**src/rtl/mem_stage_if.sv**
```systemverilog
// Data-memory bus between the memory stage (master) and the data memory (slave):
// a single outstanding request completed by a one-cycle ack.
interface mem_stage_if;
  logic        dmem_req_o;
  logic        dmem_we_o;
  logic [63:0] dmem_addr_o;
  logic [63:0] dmem_wdata_o;
  logic [7:0]  dmem_wstrb_o;
  logic        dmem_ack_i;
  logic [63:0] dmem_rdata_i;

  modport master (
    output dmem_req_o, dmem_we_o, dmem_addr_o, dmem_wdata_o, dmem_wstrb_o,
    input  dmem_ack_i, dmem_rdata_i
  );

  modport slave (
    input  dmem_req_o, dmem_we_o, dmem_addr_o, dmem_wdata_o, dmem_wstrb_o,
    output dmem_ack_i, dmem_rdata_i
  );
endinterface

```
**src/rtl/mem_stage.sv**
```systemverilog
// rv64IM memory-access stage: loads/stores over a req/ack bus with lane steering,
// load extension, misalignment detection and a timeout for hung accesses.
module mem_stage #(
  parameter int unsigned TIMEOUT = 255
) (
  input  logic        clk,
  input  logic        rst,
  input  logic        valid_i,
  input  logic [4:0]  rf_rd_i,
  input  logic        rf_wen_i,
  input  logic [63:0] aluout_i,
  input  logic [63:0] pc_i,
  input  logic        exit_i,
  input  logic [3:0]  mem_op_i,
  input  logic [63:0] store_data_i,
  output logic        stall_o,
  mem_stage_if.master dmem,
  output logic        valid_o,
  output logic [4:0]  rf_rd_o,
  output logic        rf_wen_o,
  output logic [63:0] rf_wdata_o,
  output logic [63:0] pc_o,
  output logic        exit_o,
  output logic        err_o
);
  typedef enum logic {IDLE, REQ} state_t;

  localparam logic [7:0] CNT_LAST = 8'(TIMEOUT - 1);

  // Access size: 0 byte, 1 half, 2 word, 3 doubleword.
  function automatic logic [1:0] op_size(input logic [3:0] op);
    case (op)
      4'd2, 4'd6, 4'd9:  op_size = 2'd1;
      4'd3, 4'd7, 4'd10: op_size = 2'd2;
      4'd4, 4'd11:       op_size = 2'd3;
      default:           op_size = 2'd0;
    endcase
  endfunction

  function automatic logic is_mem(input logic [3:0] op);
    is_mem = (op >= 4'd1) && (op <= 4'd11);
  endfunction

  function automatic logic is_store(input logic [3:0] op);
    is_store = (op >= 4'd8) && (op <= 4'd11);
  endfunction

  function automatic logic misaligned(input logic [3:0] op, input logic [2:0] off);
    case (op_size(op))
      2'd1:    misaligned = off[0];
      2'd2:    misaligned = |off[1:0];
      2'd3:    misaligned = |off;
      default: misaligned = 1'b0;
    endcase
  endfunction

  function automatic logic [7:0] store_strb(input logic [3:0] op, input logic [2:0] off);
    logic [7:0] base;
    case (op_size(op))
      2'd0:    base = 8'h01;
      2'd1:    base = 8'h03;
      2'd2:    base = 8'h0F;
      default: base = 8'hFF;
    endcase
    store_strb = is_store(op) ? (base << off) : 8'h00;
  endfunction

  function automatic logic [63:0] load_extract(input logic [3:0] op, input logic [2:0] off,
                                               input logic [63:0] rdata);
    logic [63:0] sh;
    sh = rdata >> {off, 3'b000};
    case (op)
      4'd1:    load_extract = {{56{sh[7]}}, sh[7:0]};
      4'd2:    load_extract = {{48{sh[15]}}, sh[15:0]};
      4'd3:    load_extract = {{32{sh[31]}}, sh[31:0]};
      4'd5:    load_extract = {56'd0, sh[7:0]};
      4'd6:    load_extract = {48'd0, sh[15:0]};
      4'd7:    load_extract = {32'd0, sh[31:0]};
      default: load_extract = rdata;
    endcase
  endfunction

  state_t      state_q, state_d;
  logic [7:0]  cnt_q, cnt_d;
  logic        accept, retire, ret_err, ret_wen;
  logic [4:0]  ret_rd;
  logic [63:0] ret_wdata, ret_pc;
  logic        ret_exit;

  logic [4:0]  rd_p1;
  logic        wen_p1, exit_p1, we_p1;
  logic [63:0] alu_p1, pc_p1, wdata_p1;
  logic [3:0]  op_p1;
  logic [7:0]  wstrb_p1;
  logic        wen_p2;

  assign accept = (state_q == IDLE) && valid_i;

  always_comb begin
    state_d   = state_q;
    cnt_d     = 8'd0;
    retire    = 1'b0;
    ret_err   = 1'b0;
    ret_rd    = rd_p1;
    ret_wen   = wen_p1;
    ret_wdata = alu_p1;
    ret_pc    = pc_p1;
    ret_exit  = exit_p1;
    case (state_q)
      IDLE: begin
        ret_rd    = rf_rd_i;
        ret_wen   = rf_wen_i;
        ret_wdata = aluout_i;
        ret_pc    = pc_i;
        ret_exit  = exit_i;
        if (valid_i) begin
          if (!is_mem(mem_op_i)) begin
            retire = 1'b1;
          end else if (misaligned(mem_op_i, aluout_i[2:0])) begin
            retire  = 1'b1;
            ret_err = 1'b1;
            ret_wen = 1'b0;
          end else begin
            state_d = REQ;
          end
        end
      end
      default: begin
        // An ack arriving on the last permitted cycle still completes normally.
        if (dmem.dmem_ack_i) begin
          retire  = 1'b1;
          state_d = IDLE;
          if (is_store(op_p1)) ret_wen = 1'b0;
          else ret_wdata = load_extract(op_p1, alu_p1[2:0], dmem.dmem_rdata_i);
        end else if (cnt_q == CNT_LAST) begin
          retire  = 1'b1;
          ret_err = 1'b1;
          ret_wen = 1'b0;
          state_d = IDLE;
        end else begin
          cnt_d = cnt_q + 8'd1;
        end
      end
    endcase
  end

  // p1: bundle captured on acceptance, holds the bus request stable while in REQ
  always_ff @(posedge clk) begin
    if (accept) begin
      rd_p1    <= rf_rd_i;
      wen_p1   <= rf_wen_i;
      alu_p1   <= aluout_i;
      pc_p1    <= pc_i;
      exit_p1  <= exit_i;
      op_p1    <= mem_op_i;
      we_p1    <= is_store(mem_op_i);
      wdata_p1 <= store_data_i << {aluout_i[2:0], 3'b000};
      wstrb_p1 <= store_strb(mem_op_i, aluout_i[2:0]);
    end
  end

  // p2: retirement bundle handed to writeback
  always_ff @(posedge clk) begin
    if (rst) begin
      state_q    <= IDLE;
      cnt_q      <= 8'd0;
      valid_o    <= 1'b0;
      err_o      <= 1'b0;
      wen_p2     <= 1'b0;
      rf_rd_o    <= 5'd0;
      rf_wdata_o <= 64'd0;
      pc_o       <= 64'd0;
      exit_o     <= 1'b0;
    end else begin
      state_q <= state_d;
      cnt_q   <= cnt_d;
      valid_o <= retire;
      err_o   <= ret_err;
      if (retire) begin
        wen_p2     <= ret_wen;
        rf_rd_o    <= ret_rd;
        rf_wdata_o <= ret_wdata;
        pc_o       <= ret_pc;
        exit_o     <= ret_exit;
      end
    end
  end

  assign rf_wen_o          = valid_o & wen_p2;
  assign stall_o           = (state_q == REQ);
  assign dmem.dmem_req_o   = (state_q == REQ);
  assign dmem.dmem_we_o    = we_p1;
  assign dmem.dmem_addr_o  = {alu_p1[63:3], 3'b000};
  assign dmem.dmem_wdata_o = wdata_p1;
  assign dmem.dmem_wstrb_o = wstrb_p1;
endmodule

```
**src/flat_wrapper.sv**
```systemverilog
// flat-port wrapper written by rule: the top's interface ports become plain ports
module mem_stage_flat 
#(
  parameter int unsigned TIMEOUT = 255
)
  (clk, rst, valid_i, rf_rd_i, rf_wen_i, aluout_i, pc_i, exit_i, mem_op_i, store_data_i, stall_o, valid_o, rf_rd_o, rf_wen_o, rf_wdata_o, pc_o, exit_o, err_o, dmem_dmem_req_o, dmem_dmem_we_o, dmem_dmem_addr_o, dmem_dmem_wdata_o, dmem_dmem_wstrb_o, dmem_dmem_ack_i, dmem_dmem_rdata_i);
  mem_stage_if dmem_i ();
  input  logic clk;
  input  logic rst;
  input  logic valid_i;
  input  logic [4:0] rf_rd_i;
  input  logic rf_wen_i;
  input  logic [63:0] aluout_i;
  input  logic [63:0] pc_i;
  input  logic exit_i;
  input  logic [3:0] mem_op_i;
  input  logic [63:0] store_data_i;
  output logic stall_o;
  output logic valid_o;
  output logic [4:0] rf_rd_o;
  output logic rf_wen_o;
  output logic [63:0] rf_wdata_o;
  output logic [63:0] pc_o;
  output logic exit_o;
  output logic err_o;
  output wire logic [$bits(dmem_i.dmem_req_o)-1:0] dmem_dmem_req_o;
  output wire logic [$bits(dmem_i.dmem_we_o)-1:0] dmem_dmem_we_o;
  output wire logic [$bits(dmem_i.dmem_addr_o)-1:0] dmem_dmem_addr_o;
  output wire logic [$bits(dmem_i.dmem_wdata_o)-1:0] dmem_dmem_wdata_o;
  output wire logic [$bits(dmem_i.dmem_wstrb_o)-1:0] dmem_dmem_wstrb_o;
  input wire logic [$bits(dmem_i.dmem_ack_i)-1:0] dmem_dmem_ack_i;
  input wire logic [$bits(dmem_i.dmem_rdata_i)-1:0] dmem_dmem_rdata_i;
  assign dmem_dmem_req_o = dmem_i.dmem_req_o;
  assign dmem_dmem_we_o = dmem_i.dmem_we_o;
  assign dmem_dmem_addr_o = dmem_i.dmem_addr_o;
  assign dmem_dmem_wdata_o = dmem_i.dmem_wdata_o;
  assign dmem_dmem_wstrb_o = dmem_i.dmem_wstrb_o;
  assign dmem_i.dmem_ack_i = dmem_dmem_ack_i;
  assign dmem_i.dmem_rdata_i = dmem_dmem_rdata_i;
  mem_stage #(.TIMEOUT(TIMEOUT)) u_core (.clk(clk), .rst(rst), .valid_i(valid_i), .rf_rd_i(rf_rd_i), .rf_wen_i(rf_wen_i), .aluout_i(aluout_i), .pc_i(pc_i), .exit_i(exit_i), .mem_op_i(mem_op_i), .store_data_i(store_data_i), .stall_o(stall_o), .dmem(dmem_i), .valid_o(valid_o), .rf_rd_o(rf_rd_o), .rf_wen_o(rf_wen_o), .rf_wdata_o(rf_wdata_o), .pc_o(pc_o), .exit_o(exit_o), .err_o(err_o));
endmodule
```
**config.mk**
```make
export PLATFORM = sky130hd
export DESIGN_NAME = mem_stage_flat
export DESIGN_NICKNAME = d
export VERILOG_FILES = /design/src/rtl/mem_stage_if.sv /design/src/rtl/mem_stage.sv /design/src/flat_wrapper.sv
export SDC_FILE = /design/constraint.sdc
export NUM_CORES = 1
export LEC_CHECK = 0
export BUFFER_PORTS_ARGS = -buffer_cell sky130_fd_sc_hd__buf_2
export CORE_ASPECT_RATIO = 1.4
export CORE_MARGIN = 4
export CORE_UTILIZATION = 28
export CTS_CLUSTER_SIZE = 12
export DETAILED_ROUTE_END_ITERATION = 6
export PLACE_DENSITY = 0.6
export SLEW_MARGIN = 20
export SYNTH_ARGS = -nofsm -noshare
export SYNTH_HDL_FRONTEND = slang
export SYNTH_SLANG_ARGS = --single-unit
```
**constraint.sdc**
```tcl
create_clock -name clk -period 7.2 [get_ports clk]
set_input_delay 0.72 -clock clk [delete_from_list [all_inputs] [get_ports clk]]
set_output_delay 0.72 -clock clk [all_outputs]
set_load 0.05 [all_outputs]
```
-- Word level (Yosys, flattened, before mapping)
Memory sizes are Yosys's and may differ from the RTL's.
Index checks and enable logic that the tools add are counted.
- register bits after elaboration: 358
- memory bits (read-only): 64
- input bits: 271
- output and inout port bits: 276
- word-level logic and storage cells: 91
- memories: 2
- memories (memory ; words ; width ; read ports ; clocked after memory_dff ; write ports ; line ; RTL):
    (name not given) ; 16 ; 2 ; 1 ; 0 ; 0 ; mem_stage.sv:32 ; case (op)
    (name not given) ; 16 ; 2 ; 1 ; 0 ; 0 ; mem_stage.sv:32 ;
- add/subtract/negate cells: 1
- order comparisons: 5
- equality and inequality tests: 12
- shift-type cells: 3
- muxes and demuxes: 40
- bitwise operators: 2
- reduce and logical (&&, ||, !) cells: 8
- operator list (cell ; number):
    64-bit case mux with 6 select lines ; 1
    64-bit 2-to-1 mux ; 4
    64-bit by 6-bit left shift with 64-bit output ; 1
    64-bit by 6-bit >> shifter with 32-bit output ; 1
    1-bit 2-to-1 mux ; 27
    8-bit case mux with 3 select lines ; 1
    4-bit by 3-bit equality test with 1-bit output, second input constant ; 3
    8-bit by 1-bit adder with 8-bit output, second input constant ; 1
    4-bit by 2-bit equality test with 1-bit output, second input constant ; 2
    8-bit equality test, second input constant ; 1
    4-bit >= comparator, second input constant ; 2
    4-bit less-or-equal comparator, second input constant ; 2
    2-bit 2-to-1 mux ; 4
    8-bit 2-to-1 mux ; 1
    8-bit by 3-bit left shift with 8-bit output ; 1
    2-bit equality test, second input constant ; 3
    5-bit 2-to-1 mux ; 1
    2-bit by 1-bit equality test with 1-bit output, second input constant ; 2
    4-bit by 1-bit equality test with 1-bit output, second input constant ; 1
    4-bit by 1-bit >= comparator with 1-bit output, second input constant ; 1
    1-bit logical AND ; 4
    4-bit OR reduction ; 1
    1-bit case mux with 3 select lines ; 1
    3-bit OR reduction ; 1
    4 further kinds ; 4

-- Longest topological paths before layout
- depth after elaboration: 14
- gate-level depth with buffers: 10
- gate-level depth less buffers: 8

-- Worst setup path before layout
OpenSTA, ideal clock, no wires.
- path type: register -> register
- start: register u_core.state_q (netlist: u_core.dmem.dmem_req_o)
- end: register u_core.rf_wdata_o[34]
- library setup time: 0.143 ns
- arrival time: 5.972 ns
- required time: 7.057 ns
- setup slack: 1.084 ns
- stages on the path, launching flop included: 9
- buffers on the path: 2
- period minus slack after synthesis: 6.116 ns
- cell sequence: dfxtp_1 > buf_2 > inv_1 > nand2_1 > inv_1 > o21ai_2 > buf_2 > o21ai_0 > a211oi_2
- cells in the longest elaborated chain, start to end: 1
- elaborated cells between the ends (all ways): 2
- those cells by class: 2 x mux
- RTL lines (item ; line ; RTL):
    start, declared ; mem_stage.sv:83 ; state_t state_q, state_d;
    start signal, assigned ; mem_stage.sv:175 ; state_q <= state_d;
    64-bit 2-to-1 mux / 1-bit 2-to-1 mux (equally long branches) ; mem_stage.sv:109 ; case (state_q)
    end signal, assigned ; mem_stage.sv:182 ; rf_wdata_o <= ret_wdata;
    end, declared ; mem_stage.sv:21 ; output logic [63:0] rf_wdata_o,
Several ways; a longest one is shown, not always the timed one.
A chain may end at the register's enable or synchronous reset.

-- Worst setup path after layout
- start: register u_core.state_q (netlist: u_core.dmem.dmem_req_o)
- end: register u_core.rf_wdata_o[6]
Same word-level chain as after synthesis.

==> impl_metrics.py <==
metrics = {
    "status": {
        "status": "completed",
    },
    "global_routing": {
        "grt_pass1_vias": 15800,
        "antenna_found_initial": 11,
        "grt_pass1_wl_mm": 106,
        "grt_use_total_pct": 19.8,
        "grt_overflow": 0,
        "grt_max_degree": 182,
    },
    "setup_path": {
        "cp_max_fo": 181,
        "rr_startpoint": "u_core.dmem.dmem_req_o",
        "cp-end-kind": "register",
        "arrival_ns": 4.26,
        "r2r-end": "u_core.rf_wdata_o[6]",
        "worstSetupPathType": "register to register",
        "start_kind": "register",
        "crit_end": "u_core.rf_wdata_o[6]",
        "worstSetupStartpoint": "u_core.dmem.dmem_req_o",
        "reg2reg_slack_ns": 3.41,
        "worstPathRequired_ns": 7.67,
        "reg2regPathDepth": 7,
    },
    "power_and_ir_drop": {
        "switching_share_pct": 34.5,
        "powerDensity_nw_per_um2": 271,
        "power_frac_clock_pct": 34.1,
        "p_sw_mw": 2.11,
        "p_total_mw": 6.12,
        "pwr-share-seq_pct": 40.6,
        "internal-power_mw": 4.01,
        "ir_drop_uv": 186,
        "p_leak_nw": 8.90,
        "pwr-share-comb_pct": 25.3,
    },
    "clock_network": {
        "numClockSinks": 358,
        "cts_inserted_buffers": 41,
        "cts-root-buf": "clkbuf_16",
        "insertion_delay_ns": 0.57,
        "tritoncts": "built",
        "holdBufCountCts": 0,
        "h-tree-depth": 2,
        "clk_pin_slew_ns": 0.06,
        "post_cts_resize_count": 0,
        "postCtsSetupRepairBufs": 0,
        "clockBufferDepth": 3,
    },
    "placement": {
        "hpwl_mm": 54.7,
        "numPortBuffers": 543,
        "gp_congestion": 0.932,
        "preCtsSetupSlack_ns": 3.34,
    },
    "synthesis": {
        "synthDistinctLibCells": 71,
        "synth-edff-count": 212,
        "ys_warn_count": 0,
        "synth-seq-area-share_pct": 50.4,
        "syn_area_um2": 18400,
        "synthArstFlopShare_pct": 0,
        "synth_ff_type": "edfxtp_1",
        "synth-seq-cells": 358,
        "synth_cells": 1644,
        "synth.avg_cell_area_um2": 11.2,
    },
    "cells_and_area": {
        "area_delta_synth_final_pct": 22.7,
        "drive_gt1_share_pct": 38.2,
        "layout.nets": 2329,
    },
    "drt": {
        "drt_iter0_drc": 942,
        "via_count": 15200,
        "avgRoutedWirePerCell_um": 24.9,
        "drc_errors": 0,
        "drt-total-wl_mm": 73.0,
        "ant_nets": 0,
        "drt_pass1_iterations": 5,
        "vias_per_cell": 5.19,
    },
    "timing": {
        "tightest_slew_ns": 1.23,
        "setup_viol": 0,
        "slew_viol_final": 0,
        "whs_ns": 0.336,
        "fmax_mhz": 264,
        "fin_crit_ns": 3.79,
        "fin_worst_skew_ns": 0.0252,
        "rsz0062_at_grt": "false",
        "hold_viol_final": 0,
        "setup_ws_ns": 3.41,
        "finalSetupTns_ns": 0,
        "final.period_utilization_pct": 52.6,
        "relSlewSlack_pct": 18.1,
    },
    "die": {
        "die_x_um": 225,
        "start_util_pct": 28.2,
        "dieArea_um2": 70000,
        "core_area_um2": 65300,
        "ios": 547,
        "rows": 111,
        "die_height_um": 311,
    },
    "flow_run": {
        "cap_violations": 0,
    },
    "hold_path": {
        "min-delay-path-class": "input port to register",
    },
}
-- cell families (layout without fill, tap and decap cells) --
logic type               Yosys count  in the layout  share of synthesized area [%]
AO/OA/AOI/OAI                    436            436                           18.3
adder cells (fa/ha/maj)            6              6                          0.408
flip-flops                       358            358                           50.4
buffers and inverters            238            674                           7.11
XOR/XNOR                           6              6                          0.285
multiplexers                     218            218                           13.9
other                              1             10                         0.0204
AND/OR/NAND/NOR                  381            381                           9.58
-- critical path: stages, from the launching register on --
cell,delay (ns)
dfxtp_4,0.54
inv_1,0.52
nand2_1,0.31
a31o_1,0.31
o21ai_4,0.65
buf_12,0.47
o2111ai_1,0.21
a21oi_1,0.19
-- metrics by stage --
step,std cells,util (%),area [µm²]
after detailed placement,2856,32.6,21300
final,2936,34.6,22600
after global placement,2856,32.5,21200
after global routing,2934,34.6,22600
after CTS,2929,34.6,22600
after floorplan,1646,-,18400
-- cells in the final DEF (no fill, tap or decap), drive strengths merged, types with 3 or more instances in the layout --
master / n
o221ai: 43
o211ai: 22
nand3: 14
conb: 3
a21oi: 96
nand2b: 8
mux4: 25
diode: 7
dfxtp: 146
clkinv: 8
edfxtp: 212
and2: 43
o41ai: 8
ha: 6
o21ai: 82
clkinvlp: 3
buf: 567
inv: 34
nand3b: 9
a211oi: 108
a222oi: 7
mux2: 48
clkbuf: 60
nor2: 201
nand2: 52
nand4: 5
a22oi: 7
or3: 3
o2111ai: 8
or2: 3
o21a: 3
xor2: 5
nor2b: 18
nor3: 16
mux2i: 145
a32oi: 4
o22ai: 32
-- synth_stat cells (all sizes together) (8+ instances only) --
| cell | count | area, µm² |
|---|---|---|
| o21ai | 82 | 429 |
| inv | 33 | 124 |
| nand3b | 9 | 80.1 |
| o221ai | 43 | 508 |
| buf | 139 | 937 |
| nor2b | 18 | 113 |
| dfxtp | 146 | 2920 |
| edfxtp | 212 | 6370 |
| mux2i | 145 | 1450 |
| nor3 | 16 | 80.1 |
| mux2 | 48 | 544 |
| clkbuf | 65 | 244 |
| mux4 | 25 | 563 |
| nand3 | 14 | 70.1 |
| and2 | 43 | 269 |
| a21oi | 96 | 480 |
| nand2 | 52 | 195 |
| o22ai | 32 | 200 |
| nand2b | 8 | 50.1 |
| o41ai | 8 | 85.1 |
| nor2 | 201 | 754 |
| o211ai | 22 | 165 |
| o2111ai | 8 | 70.1 |
| a211oi | 108 | 1090 |
-- power by group through the flow --
stage	sequential, mW	combinational, mW	clock [mW]
3_3_place_gp	2.52	1.54	0
3_5_place_dp	2.52	1.56	0
4_1_cts	2.48	1.56	2.16
6_report	2.48	1.55	2.09
2_1_floorplan	2.94	0.704	0
5_1_grt	2.50	1.64	2.24
-- per-layer routing --
metal	wire length, µm	share of wire [%]	track usage [%]	up-vias
li1	-	-	-	6928
met1	27800	38	22.8	7499
met2	35400	48	33.5	683
met3	6600	9.0	6.59	133
met4	3170	4.3	8.62	6
met5	46	0.063	0	-
-- worst min path at each step --
stage | endpoint | slack, ns | start | depth (start not counted)
floorplan | u_core.cnt_q[0] | 0.45 | u_core.cnt_q[0] | 1
global placement | u_core.rf_wdata_o[27] | 0.44 | u_core.rf_wdata_o[27] | 2
detailed placement | u_core.rf_wdata_o[30] | 0.45 | u_core.rf_wdata_o[30] | 2
CTS | u_core.alu_p1[35] | 0.28 | aluout_i[35] | 1
global route | u_core.alu_p1[35] | 0.30 | aluout_i[35] | 1
finish | u_core.alu_p1[35] | 0.34 | aluout_i[35] | 1
-- final cells by class --
type	count	area, µm²
Antenna cell	7	17.5
Inverter	34	135
Tap cell	847	1060
Timing Repair Buffer	567	2920
Clock inverter	13	135
Fill cell	6638	42700
Multi-Input combinational cell	1050	7850
Clock buffer	60	1190
Sequential cell	358	9290
-- state kept, by name, summed over array words and instances, names as in the netlist --
register / flops
u_core.dmem.dmem_wdata_o: 64
u_core.pc_o: 64
u_core.wen_p1: 1
u_core.cnt_q: 8
u_core.err_o: 1
u_core.rd_p1: 5
u_core.rf_wdata_o: 64
u_core.dmem.dmem_wstrb_o: 8
u_core.dmem.dmem_we_o: 1
u_core.op_p1: 4
u_core.valid_o: 1
u_core.exit_p1: 1
u_core.dmem.dmem_req_o: 1
u_core.rf_rd_o: 5
u_core.pc_p1: 64
u_core.wen_p2: 1
u_core.alu_p1: 64
u_core.exit_o: 1
No activity file was read; power rests on OpenSTA's default activity.
